`src/rtl/alu_issue_pkg.sv`:
```
// Shared definitions for the ALU issue stage: ALU control codes, RV32I
// opcode constants, the issue-entry record and the skid occupancy states.
package alu_issue_pkg;

    localparam int unsigned ISSUE_XLEN = 32;

    localparam logic [3:0] ALU_ADD     = 4'b0000;
    localparam logic [3:0] ALU_SUB     = 4'b0001;
    localparam logic [3:0] ALU_XOR     = 4'b0010;
    localparam logic [3:0] ALU_AND     = 4'b0011;
    localparam logic [3:0] ALU_OR      = 4'b0100;
    localparam logic [3:0] ALU_SLL     = 4'b0101;
    localparam logic [3:0] ALU_SRL     = 4'b0110;
    localparam logic [3:0] ALU_ILLEGAL = 4'hF;

    localparam logic [6:0] OPC_OP     = 7'b0110011;
    localparam logic [6:0] OPC_OPIMM  = 7'b0010011;
    localparam logic [6:0] OPC_LOAD   = 7'b0000011;
    localparam logic [6:0] OPC_STORE  = 7'b0100011;
    localparam logic [6:0] OPC_BRANCH = 7'b1100011;

    localparam logic [6:0] F7_BASE = 7'b0000000;
    localparam logic [6:0] F7_ALT  = 7'b0100000;

    typedef struct packed {
        logic [ISSUE_XLEN-1:0] a;
        logic [ISSUE_XLEN-1:0] b;
        logic [3:0]            alu_ctrl;
        logic [4:0]            rd;
        logic                  rd_we;
        logic                  illegal;
    } issue_entry_t;

    typedef enum logic [1:0] {
        OCC_EMPTY = 2'd0,
        OCC_ONE   = 2'd1,
        OCC_TWO   = 2'd2
    } occ_t;

    // Sign-extend a 12-bit immediate to the datapath width.
    function automatic logic [ISSUE_XLEN-1:0] sext12(input logic [11:0] imm);
        return {{(ISSUE_XLEN-12){imm[11]}}, imm};
    endfunction

endpackage

```
`src/rtl/alu_op_decode.sv`:
```
// Combinational RV32I decode into an ALU issue entry.
// Build option: define ALU_OP_ISSUE_BRANCH_EN to decode beq/bne as a subtract
// (consumer branches on the zero flag); otherwise every BRANCH is illegal.
module alu_op_decode
    import alu_issue_pkg::*;
#(
    parameter logic [3:0] ILLEGAL_CTRL = ALU_ILLEGAL
) (
    input  logic [31:0]           instr,
    input  logic [ISSUE_XLEN-1:0] rs1_data,
    input  logic [ISSUE_XLEN-1:0] rs2_data,
    output issue_entry_t          entry
);

    logic [6:0] opcode;
    logic [2:0] funct3;
    logic [6:0] funct7;
    logic [ISSUE_XLEN-1:0] imm_i;
    logic [ISSUE_XLEN-1:0] imm_s;
    logic [ISSUE_XLEN-1:0] shamt;
    logic       unused_rs1_field;

    assign opcode = instr[6:0];
    assign funct3 = instr[14:12];
    assign funct7 = instr[31:25];
    assign imm_i  = sext12(instr[31:20]);
    assign imm_s  = sext12({instr[31:25], instr[11:7]});
    assign shamt  = {{(ISSUE_XLEN-5){1'b0}}, instr[24:20]};
    // rs1 index is resolved upstream; only its data reaches this stage.
    assign unused_rs1_field = &{1'b0, instr[19:15]};

    logic                  legal;
    logic [3:0]            ctrl;
    logic [ISSUE_XLEN-1:0] b_sel;
    logic                  we;

    // Classify the instruction and pick control code, operand b and write enable.
    always_comb begin
        legal = 1'b0;
        ctrl  = ILLEGAL_CTRL;
        b_sel = rs2_data;
        we    = 1'b0;
        unique case (opcode)
            OPC_OP: begin
                we = 1'b1;
                if (funct7 == F7_BASE) begin
                    legal = 1'b1;
                    case (funct3)
                        3'b000:  ctrl = ALU_ADD;
                        3'b100:  ctrl = ALU_XOR;
                        3'b111:  ctrl = ALU_AND;
                        3'b110:  ctrl = ALU_OR;
                        3'b001:  ctrl = ALU_SLL;
                        3'b101:  ctrl = ALU_SRL;
                        default: legal = 1'b0;
                    endcase
                end else if (funct7 == F7_ALT && funct3 == 3'b000) begin
                    legal = 1'b1;
                    ctrl  = ALU_SUB;
                end
            end
            OPC_OPIMM: begin
                we    = 1'b1;
                b_sel = imm_i;
                legal = 1'b1;
                case (funct3)
                    3'b000: ctrl = ALU_ADD;
                    3'b100: ctrl = ALU_XOR;
                    3'b111: ctrl = ALU_AND;
                    3'b110: ctrl = ALU_OR;
                    3'b001: begin
                        ctrl  = ALU_SLL;
                        b_sel = shamt;
                        legal = (funct7 == F7_BASE);
                    end
                    3'b101: begin
                        ctrl  = ALU_SRL;
                        b_sel = shamt;
                        legal = (funct7 == F7_BASE);
                    end
                    default: legal = 1'b0;
                endcase
            end
            OPC_LOAD: begin
                legal = 1'b1;
                ctrl  = ALU_ADD;
                b_sel = imm_i;
                we    = 1'b1;
            end
            OPC_STORE: begin
                legal = 1'b1;
                ctrl  = ALU_ADD;
                b_sel = imm_s;
                we    = 1'b0;
            end
`ifdef ALU_OP_ISSUE_BRANCH_EN
            OPC_BRANCH: begin
                ctrl  = ALU_SUB;
                b_sel = rs2_data;
                we    = 1'b0;
                legal = (funct3 == 3'b000) || (funct3 == 3'b001);
            end
`endif
            default: legal = 1'b0;
        endcase
    end

    // Illegal instructions still issue, with rs2 as b and no writeback.
    always_comb begin
        entry          = '0;
        entry.a        = rs1_data;
        entry.rd       = instr[11:7];
        if (legal) begin
            entry.b        = b_sel;
            entry.alu_ctrl = ctrl;
            entry.rd_we    = we;
            entry.illegal  = 1'b0;
        end else begin
            entry.b        = rs2_data;
            entry.alu_ctrl = ILLEGAL_CTRL;
            entry.rd_we    = 1'b0;
            entry.illegal  = 1'b1;
        end
    end

endmodule

```
`src/rtl/alu_op_issue.sv`:
```
// ALU issue stage: decode plus a registered 2-entry skid buffer.
// Build option: ALU_OP_ISSUE_BRANCH_EN (see alu_op_decode).
//
// state     | meaning
// OCC_EMPTY | no entry held, out_valid=0, in_ready=1
// OCC_ONE   | entry0 (output register) held, in_ready=1
// OCC_TWO   | entry0 and entry1 (skid) held, in_ready=0
module alu_op_issue
    import alu_issue_pkg::*;
#(
    // Datapath width is fixed by the issue-entry record in the package.
    parameter int unsigned XLEN         = ISSUE_XLEN,
    parameter logic [3:0]  ILLEGAL_CTRL = ALU_ILLEGAL
) (
    input  logic            clk,
    input  logic            rst_n,
    input  logic            in_valid,
    output logic            in_ready,
    input  logic [31:0]     instr,
    input  logic [XLEN-1:0] rs1_data,
    input  logic [XLEN-1:0] rs2_data,
    output logic            out_valid,
    input  logic            out_ready,
    output logic [XLEN-1:0] a,
    output logic [XLEN-1:0] b,
    output logic [3:0]      ALU_ctrl,
    output logic [4:0]      rd,
    output logic            rd_we,
    output logic            illegal
);

    issue_entry_t dec;
    issue_entry_t entry0;
    issue_entry_t entry1;
    occ_t         occ;
    logic         accept;
    logic         emit;

    alu_op_decode #(
        .ILLEGAL_CTRL (ILLEGAL_CTRL)
    ) u_decode (
        .instr    (instr),
        .rs1_data (rs1_data),
        .rs2_data (rs2_data),
        .entry    (dec)
    );

    // Handshakes use only registered flags, so in_ready never sees out_ready.
    assign accept = in_valid & in_ready;
    assign emit   = out_valid & out_ready;

    // Occupancy FSM: moves entries through the output register and skid slot.
    always_ff @(posedge clk) begin
        if (!rst_n) begin
            occ       <= OCC_EMPTY;
            entry0    <= '0;
            entry1    <= '0;
            out_valid <= 1'b0;
            in_ready  <= 1'b1;
        end else begin
            unique case (occ)
                OCC_EMPTY: begin
                    if (accept) begin
                        entry0    <= dec;
                        occ       <= OCC_ONE;
                        out_valid <= 1'b1;
                    end
                end
                OCC_ONE: begin
                    if (accept && emit) begin
                        entry0 <= dec;
                    end else if (accept) begin
                        entry1   <= dec;
                        occ      <= OCC_TWO;
                        in_ready <= 1'b0;
                    end else if (emit) begin
                        occ       <= OCC_EMPTY;
                        out_valid <= 1'b0;
                    end
                end
                OCC_TWO: begin
                    if (emit) begin
                        entry0   <= entry1;
                        occ      <= OCC_ONE;
                        in_ready <= 1'b1;
                    end
                end
                default: begin
                    occ       <= OCC_EMPTY;
                    out_valid <= 1'b0;
                    in_ready  <= 1'b1;
                end
            endcase
        end
    end

    assign a        = entry0.a;
    assign b        = entry0.b;
    assign ALU_ctrl = entry0.alu_ctrl;
    assign rd       = entry0.rd;
    assign rd_we    = entry0.rd_we;
    assign illegal  = entry0.illegal;

endmodule

```
`config.mk`:
```
export PLATFORM = sky130hd
export DESIGN_NAME = alu_op_issue
export DESIGN_NICKNAME = d
export VERILOG_FILES = /design/src/rtl/alu_issue_pkg.sv /design/src/rtl/alu_op_decode.sv /design/src/rtl/alu_op_issue.sv
export SDC_FILE = /design/constraint.sdc
export NUM_CORES = 1
export LEC_CHECK = 0
export BUFFER_PORTS_ARGS = -buffer_cell sky130_fd_sc_hd__buf_2
export CAP_MARGIN = 40
export CORE_ASPECT_RATIO = 1.5
export CORE_MARGIN = 3
export CORE_UTILIZATION = 55
export CTS_CLUSTER_DIAMETER = 80
export DETAILED_ROUTE_END_ITERATION = 10
export PLACE_DENSITY = 0.89
export SLEW_MARGIN = 30
export SYNTH_ARGS = -nofsm -noshare
export SYNTH_HDL_FRONTEND = slang
export SYNTH_SLANG_ARGS = --single-unit
export TNS_END_PERCENT = 10
```
`constraint.sdc`:
```
create_clock -name clk -period 3.6 [get_ports clk]
set_input_delay 0.36 -clock clk [delete_from_list [all_inputs] [get_ports clk]]
set_output_delay 0.36 -clock clk [all_outputs]
set_load 0.05 [all_outputs]
```
# Word-level counts from Yosys, hierarchy flattened
# Cells that the tools add are included.
classes:
  eq_ne: 20
  muxes: 33
  n_bitwise: 5
  n_reduce_logical: 16
ops:
  columns: ["op", "n"]
  rows:
  - ["$mux 75", 3]
  - ["$pmux 75 s3", 1]
  - ["$pmux 32 s3", 1]
  - ["$mux 36", 1]
  - ["$mux 32", 1]
  - ["$pmux 4 s6", 1]
  - ["$eq 7x6->1 const B", 3]
  - ["$ne 2x2->1 const B", 7]
  - ["$eq 3x3->1 const B", 4]
  - ["$mux 2", 6]
  - ["$pmux 4 s3", 1]
  - ["$reduce_and 4->1", 3]
  - ["$mux 1", 11]
  - ["$pmux 1 s3", 3]
  - ["$mux 4", 2]
  - ["$eq 7x2->1 const B", 1]
  - ["$eq 7x5->1 const B", 1]
  - ["$logic_not 7->1", 1]
  - ["$pmux 2 s3", 1]
  - ["$reduce_or 6->1", 1]
  - ["$reduce_and 5->1", 1]
  - ["$reduce_or 2->1", 2]
  - ["$reduce_or 4->1", 1]
  - ["$eq 3x1->1 const B", 1]
  - ["other kinds (12)", 16]
word_totals:
  reg_bits: 154
  output_inout_bits: 77
  elab_cells: 89

# Logic depth before layout (Yosys ltp)
# Gate-level depths: netlist (run 1).
logic_depth:
  depth_word: 8
  mapped_depth: 7
  mapped_depth_nobuf: 5

# By module
# A second synthesis (run 1) with hierarchy kept.
unflattened:
  hier_cells: 831
  hier_area_um2: 7402.1
by_module_without_submodules:
  columns: ["module", "n_inst", "cells_each", "area_each_um2", "seq_area_each_um2"]
  rows:
  - ["alu_op_issue", 1, 695, 6391.1, 3083.0]
  - ["alu_op_decode", 1, 136, 1011.0, 0.0]

# Worst setup path after synthesis (run 1)
# No wires, ideal clock.
synth_timing:
  path_type: "reg2reg"
  startpoint: "register out_valid"
  endpoint: "register entry0, in the netlist a[0]"
  t_arrival_ns: 1.924
  required_time_ns: 3.541
  setup_slack_ns: 1.617
  path_stages_with_launch: 6
  n_path_buf: 2
  period_less_slack_ns: 1.983
  cell_sequence: "dfxtp_1 -> a21boi_1 -> o21ai_1 -> buf_2 -> buf_1 -> o211a_1"
synth_via:
  elab_chain_len: 4
synth_lines:
  columns: ["item", "line_no", "text"]
  rows:
  - ["start: declaration", "alu_op_issue.sv:22", "output logic out_valid,"]
  - ["start signal: assignment", "alu_op_issue.sv:58", "out_valid <= 1'b0;"]
  - ["start signal: assignment", "alu_op_issue.sv:66", "out_valid <= 1'b1;"]
  - ["start signal: assignment", "alu_op_issue.sv:78", "out_valid <= 1'b0;"]
  - ["$and 1x1->1 *", "alu_op_issue.sv:50", "assign emit = out_valid & out_ready;"]
  - ["$logic_and 1x1->1", "alu_op_issue.sv:70", "if (accept && emit) begin"]
  - ["$ne 2x2->1 (no source line)", null, null]
  - ["$reduce_and 4->1 (no source line) *", null, null]
  - ["end signal: assignment", "alu_op_issue.sv:83", "entry0 <= entry1;"]
  - ["end: declaration", "alu_op_issue.sv:33", "issue_entry_t entry0;"]
# Mark *: on every way between the ends. The rest lies on a longest branch, timed or not.
# A chain may end at the register's enable or synchronous reset.

# Worst setup path in the final report (run 1)
layout_timing:
  startpoint: "register occ[0]"
  endpoint: "register entry1[0] (netlist name)"
layout_via:
  elab_chain_len: 2
layout_lines:
  columns: ["item", "line_no", "text"]
  rows:
  - ["start: declaration", "alu_op_issue.sv:35", "occ_t occ;"]
  - ["start signal: assignment", "alu_op_issue.sv:55", "occ <= OCC_EMPTY;"]
  - ["start signal: assignment", "alu_op_issue.sv:65", "occ <= OCC_ONE;"]
  - ["start signal: assignment", "alu_op_issue.sv:74", "occ <= OCC_TWO;"]
  - ["$eq 2x1->1", "alu_op_issue.sv:61", "unique case (occ)"]
  - ["$reduce_and 3->1 (no source line)", null, null]
  - ["end signal: assignment", "alu_op_issue.sv:57", "entry1 <= '0;"]
  - ["end signal: assignment", "alu_op_issue.sv:73", "entry1 <= dec;"]
  - ["end: declaration", "alu_op_issue.sv:34", "issue_entry_t entry1;"]
# Every way passes these cells.

==> results summary, run 1 <==
The run finished with clean final reports. For this run the aggregate overflow at the end of global routing stands at 0. The area of the die is approximately 14,000 um2. The synthesized area divided by synthesized cell count is between 8 and 9 um2. The critical path required time came out at between 3 and 4 ns. The number of ports placed on the die boundary is 177. The total of hold buffers inserted after clock tree synthesis came out at 0. In this run the number of H-tree levels came out at 4. In this run the most critical hold path is launched from rs1_data[27]. The routability-driven placement congestion ratio came out at between 0.8 and 0.9.

The maximum net fanout on the critical path came out at 42. The worst voltage drop across the vdd grid is approximately 0.0004 V. Across every metal layer, demand over resource in global routing totals 25.1%. The initial utilization of the core area, before any placement, comes to 56.4%. The proportion of netlist area held by the largest area contributor is a little under half.

The worst setup path is launched from a flop. The synthesized design spends more area on one cell type than any other, namely sky130_fd_sc_hd__dfxtp_1. Setup total negative slack on the finished layout was measured at 0 ns. The wire length of the first global-routing pass is slightly below 30 mm. The power per cell area is around 610 nW/um2. The number of buffers added by the clock tree synthesis step is 17. The initial antenna violation count is 0. The number of routed nets with antenna violations came out at 0. The worst clock skew came out at about 0.0092 ns. The worst hold path belongs to the class in -> reg. The quantity of I/O buffers inserted on ports is ~170.

After synthesis the cells add up to approximately 6800 um2. Across the run, the number of max-cap violations was 0. For this run, asynchronously set or reset flops after synthesis account for 0%. The sequential area share after synthesis came out at a little under half. The time the final worst path needs with I/O delays and setup came out at roughly 2.1 ns. The startpoint identified for the worst register-to-register timing path is occ[0]. Excluding fillers, the count of instances in the completed layout stands at around 1,100.

The count of endpoints failing hold in the final timing report came out at 0. The largest buffer count on any clock path is 2. The final-layout fill cell count is 984. The maximum single-stage delay on the critical path is around 0.54 ns. The tree is rooted in a sky130_fd_sc_hd__clkbuf_16. Of the cells placed in the final design, the portion with a size suffix greater than 1 is between 20% and 30%. The placed instance count is between 1,000 and 1,500. The count of state elements after synthesis is around 150. The setup path with the least slack is of type reg -> reg. After synthesis, the cell types taking the most area are sky130_fd_sc_hd__dfxtp_1 (46%), sky130_fd_sc_hd__nand2_1 (13%), sky130_fd_sc_hd__o211a_1 (5.5%), sky130_fd_sc_hd__nand3_1 (5.2%), sky130_fd_sc_hd__a21boi_0 (4.5%). The distinct cell type count after synthesis is 54. The most critical setup path has its startpoint at occ[0].

The predominant post-synthesis flop cell is sky130_fd_sc_hd__dfxtp_1. Setup repair after global routing left no endpoint under its margin. Dividing the detail-routed via count by the number of cells gives 5.76.

CTS saw approximately 150 sinks. The maximum number of pins on one net before global-route repair is 90. The number of nets handed over by synthesis was ~930. At the pin with the least slew margin, the transition time is roughly 0.65 ns.

The TritonCTS clock tree is yes. The signal on the critical path passes through a21boi_1 > nand2_1 > buf_4 > or3_1 > a21boi_0. The via count came out at 6,489. The number of iterations in the first detailed-routing pass is 4. The signal arrival time at the worst endpoint is 2.46 ns. The core region is around 12,000 um2.

Hold is met by ~0.2 ns. Setup violations remaining at the end of the flow were counted as 0. The row count is 49. The number of pins exceeding their max-slew limit in the final report came to 0. The clock-pin slew on the worst setup and hold paths is ~0.060 ns. Ranked by instance count, the synthesized netlist is headed by sky130_fd_sc_hd__nand2_1 (231), sky130_fd_sc_hd__dfxtp_1 (154), sky130_fd_sc_hd__nand3_1 (70).

The number of instances resized during post-cts repair came out at 0. The most instantiated library cell after synthesis is sky130_fd_sc_hd__nand2_1. The total number of yosys warnings is 0. After detailed routing, the average wire length per cell comes to roughly 16 um.

The post-detailed-routing wire length came out at roughly 18 mm. For this design the static power due to leakage is around 4 nW. Of the available clock period, the critical path in the final layout requires between 50% and 60%. The number of setup buffers added after CTS came out at 0. The clock latency at the later pin of the worst-skew pair is 0.41 ns. The sum of net half-perimeters after detailed placement came out at around 11 mm. The number of flops mapped to enable cells by yosys is 0. The achievable clock frequency is between 400 and 500 MHz.

The remaining max-slew budget at the tightest pin is 56.5%. The via count of the first global-routing pass is between 6,000 and 7,000. The post-layout net count is 1,061.

In the synthesized netlist, the number of instances is 825. The DRC violation count after routing is 0. On the critical path, the stage with the largest delay is an instance of sky130_fd_sc_hd__a21boi_1.

The overall die height is roughly 140 um. STA classifies the critical path endpoint as a flop. The relative area change from synthesis to final layout came out at 23.5%. The number of antenna diodes came out at 0. The die is between 90 and 100 um wide. The count of routing violations after the opening detailed-route iteration is roughly 430.
## cell families after synthesis
kind of cell,count (synthesis),synth area share (%)
simple gates,340,22.1
compound gates,250,26.5
flops,154,45.5
buf+inv,74,4.82
mux,5,0.739
xor+xnor,1,0.129
fa+ha+maj,1,0.148
## worst max-delay path: cells and delay by family, from the launching register on
kind / cells / cell delay [ns]
flip-flops: 1 / 0.49
AO/OA/AOI/OAI: 2 / 0.71
AND/OR/NAND/NOR: 2 / 0.54
buffers and inverters: 1 / 0.29
## stage by stage
step / worst slack (ns) / cell area (um2) / util [%] / power (W)
global placement: 1.06 / 7650 / 63.7 / 0.00335
global route: 1.36 / 8360 / 69.6 / 0.00534
CTS: 1.42 / 8260 / 68.8 / 0.00512
floorplan: 1.62 / 6780 / - / 0.00302
finish: 1.48 / 8360 / 69.6 / 0.00512
detailed placement: 1.01 / 7680 / 63.9 / 0.00339
## power breakdown
part,switching (W),internal (W),total [W]
clock network,0.000719,0.00102,0.00174
registers,0.000115,0.00191,0.00203
logic,0.000977,0.000376,0.00135
total,0.00181,0.00331,0.00512
## registers in the layout, indices dropped and copies added (netlist names)
register	flops
ALU_ctrl	4
in_ready	1
out_valid	1
entry1	75
b	32
illegal	1
rd_we	1
rd	5
a	32
occ	2
## layer usage
layer	track usage (%)	part of all wire (%)	up-vias
li1	-	-	3167
met1	28.5	39	3045
met2	45.8	53	240
met3	5.05	5.7	37
met4	10.7	2.7	0
met5	0	0	-
## worst paths after layout
check | to | slack [ns] | cells after the start
worst max-delay path | entry1[0] | 1.48 | 5
worst min-delay path | entry1[70] | 0.20 | 3
worst max register to register | entry1[0] | 1.48 | 5
worst min register to register | entry1[57] | 0.46 | 2
## layout make-up
class                           instances  area (um2)  share of cell area (%)
Inverter                                3        11.3                   0.135
Clock buffer                           21         470                    5.62
Timing Repair Buffer                  188        1090                    13.0
Clock inverter                         11         111                    1.33
Multi-Input combinational cell        597        3410                    40.7
Sequential cell                       154        3080                    36.9
Tap cell                              153         191                    2.29
## cell usage in the layout (no fill, tap or decap), types with 6 or more instances in the layout
cell	count
sky130_fd_sc_hd__nand2_1	231
sky130_fd_sc_hd__buf_2	170
sky130_fd_sc_hd__dfxtp_1	154
sky130_fd_sc_hd__nand3_1	70
sky130_fd_sc_hd__a21oi_1	56
sky130_fd_sc_hd__o21ai_0	42
sky130_fd_sc_hd__a21boi_0	41
sky130_fd_sc_hd__o211a_1	37
sky130_fd_sc_hd__o2bb2ai_1	32
sky130_fd_sc_hd__clkbuf_16	17
sky130_fd_sc_hd__buf_4	12
sky130_fd_sc_hd__a21oi_2	10
sky130_fd_sc_hd__a31oi_1	7
sky130_fd_sc_hd__nand3b_1	6
sky130_fd_sc_hd__a22oi_1	6
sky130_fd_sc_hd__nor2_1	6
Power figures use the tool's default switching activity.
==> inputs of run 2 (changes only) <==
- CORE_UTILIZATION: 55 -> 48
- PLACE_DENSITY: 0.89 -> 0.82
- clock period: 3.6 -> 1.8 ns (I/O delays scaled with it)
==> results summary, run 2 (same netlist as run 1, synthesis figures left out) <==
The relative area change from synthesis to final layout is 26.9%. Setup repair after global routing left no endpoint under its margin. The row count came out at 52. The wire length of the first global-routing pass came out at about 28 mm. The count of routing violations after the opening detailed-route iteration is 240. The power per cell area is about 1200 nW/um2. After legalization and detailed placement, the total HPWL measured approximately 12 mm. The number of sinks on the clock net is ~150. The achievable clock frequency came out at 599 MHz. The final-layout fill cell count is ~1,200.

By startpoint and endpoint, the worst setup path is classified as reg -> reg. The signal arrival time at the worst endpoint is between 2 and 2.5 ns. The summed area of non-filler cells in the final layout is roughly 8600 um2.

The post-detailed-routing wire length is between 15 and 20 mm. The met2 routing resource usage after global routing came out at approximately 40%. The worst voltage drop across the vdd grid is 0.000673 V. The number of flip-flops under the largest register name is 75. STA classifies the critical path startpoint as a flop. Buffers inserted to repair hold after CTS numbered 0.

The slew of the pin with the lowest slew margin is between 0.4 and 0.5 ns. The number of ports placed on the die boundary came out at approximately 180. At the worst endpoint, the required time is between 2 and 2.5 ns. Using the TritonRoute via totals, the vias-per-cell ratio works out to about 5.6. The placed instance count came out at between 1,000 and 1,500. The count of endpoints failing hold in the final timing report was 0.

In this run the tool buffered the top-level ports with ~170 buffer cells. The post-layout net count is 1,081. The standby leakage power came out at about 4 nW. In the global route stage, overall resource usage came out at a little under a quarter. The maximum net fanout on the critical path came out at about 40. The sum of overflow across all layers after global routing came out at 0. The cell with the largest stage delay on the worst path is sky130_fd_sc_hd__dfxtp_1. The maximum single-stage delay on the critical path came out at around 0.39 ns. The initial antenna violation count came to 0. STA classifies the critical path endpoint as a flop.

The clock tree root driver cell is sky130_fd_sc_hd__clkbuf_16. The number of routed nets with antenna violations came out at 0. The slack of the critical path came out at approximately 0.13 ns. The TritonCTS clock tree is yes.

The number of antenna diodes in the final layout is 0. The global-route met1 utilization is between 20% and 30%. Clock-pin slew was measured on the worst setup and hold paths at about 0.06 ns. The number of pins exceeding their max-slew limit in the final report is 0.

The via count of the first global-routing pass came to 6,059. The via count is approximately 6,400. The top cell types in the final layout, fill and taps aside, are sky130_fd_sc_hd__nand2_1 (231), sky130_fd_sc_hd__buf_2 (170), sky130_fd_sc_hd__dfxtp_1 (152). At the later pin of the worst-skew pair, clock insertion delay measures ~0.4 ns. The run finished with clean final reports. The area inside the core boundary is 13,700 um2. The die boundary width is 103 um. Final hold analysis gives a worst-case slack of around 0.022 ns. After layout, the worst path uses 92.7% of the clock period.

The number of max-cap violations came out at 0. The DRC violation count after routing is 0. The worst hold path belongs to the class in -> reg. Measured along the y axis, the die boundary spans 152 um.

The routability-driven placement congestion ratio came out at ~0.90. Leaving out filler cells and counting taps, the final layout contains ~1,200. The time the final worst path needs with I/O delays and setup came out at 1.67 ns. Traced cell by cell, the critical path runs through nand3b_1 > o21ai_4 > buf_12 > nand3_1 > nand2_1 > o2bb2ai_1. The count of endpoints failing setup in the final report came out at 0.

The starting utilization of the core area is about half. The post-placement worst setup slack came out at -0.197 ns. The number of iterations in the first detailed-routing pass came out at 7.

The die covers 15,600 um2. Clock skew on the completed layout was measured at 0.00924 ns. The maximum number of pins on one net before global-route repair is 65. Once placement finished, the instance area stood at 7980 um2. The average wire length per cell after detail routing came out at around 15 um. The global routing stage identified its most utilized layer as met2. The register containing the most flip-flops in the final layout is entry1.

The number of setup buffers added after CTS came out at 0. Global routing consumed, on the met3 layer, between 4 and 5% of the routing resources. The largest buffer count on any clock path came out at 2.

The library cell used most frequently in the layout, excluding fill and tap cells, is sky130_fd_sc_hd__nand2_1. Summing internal, switching and leakage power gives about 0.011 W. The number of gates resized after CTS was 0. The remaining max-slew budget at the tightest pin is 70.3%. In the final layout, the share of cells above drive strength 1 is a little over a quarter. In this run, CTS created clock tree buffers numbering 17. The H-tree depth reported by CTS came out at 4.
-- run 2: layer usage --
layer / routed length, um / vias up / share of wire [%]
met5: 0 / - / 0
met4: 346 / 0 / 2.0
met3: 930 / 25 / 5.3
met2: 9120 / 181 / 52
met1: 7140 / 3010 / 41
li1: - / 3204 / -
-- run 2: worst paths after layout --
kind | start | end | slack (ns) | cells after the start
worst min register to register | entry1[44] | entry1[44] | 0.46 | 2
worst max register to register | occ[1] | b[16] | 0.13 | 6
worst min-delay path | rs1_data[17] | entry1[60] | 0.02 | 3
worst max-delay path | occ[1] | b[16] | 0.13 | 6
-- run 2: metrics by stage --
stage	setup TNS (ns)	utilization (%)
detailed placement	-7.22	58.4
finish	0	62.9
global placement	-3.78	58.4
floorplan	0	-
CTS	0	62.9
global route	0	62.9
-- run 2: area by class of cell --
cell class | instances | area, um2 | share of cell area [%]
Inverter | 3 | 11.3 | 0.131
Clock inverter | 11 | 159 | 1.85
Tap cell | 162 | 203 | 2.36
Multi-Input combinational cell | 597 | 3400 | 39.5
Sequential cell | 154 | 3090 | 35.9
Timing Repair Buffer | 208 | 1290 | 15.0
Clock buffer | 21 | 460 | 5.35
-- run 2: report_power, final --
group	switching (W)	total, W	internal (W)
combinational	0.00196	0.00279	0.000829
sequential	0.000211	0.00404	0.00383
clock	0.00144	0.00372	0.00228
-- run 2: critical path, delay by kind of cell, from the launching register on --
| kind | cells | cell delay, ns |
|---|---|---|
| flip-flops | 1 | 0.39 |
| AO/OA/AOI/OAI | 2 | 0.44 |
| buffers and inverters | 1 | 0.26 |
| AND/OR/NAND/NOR | 3 | 0.51 |
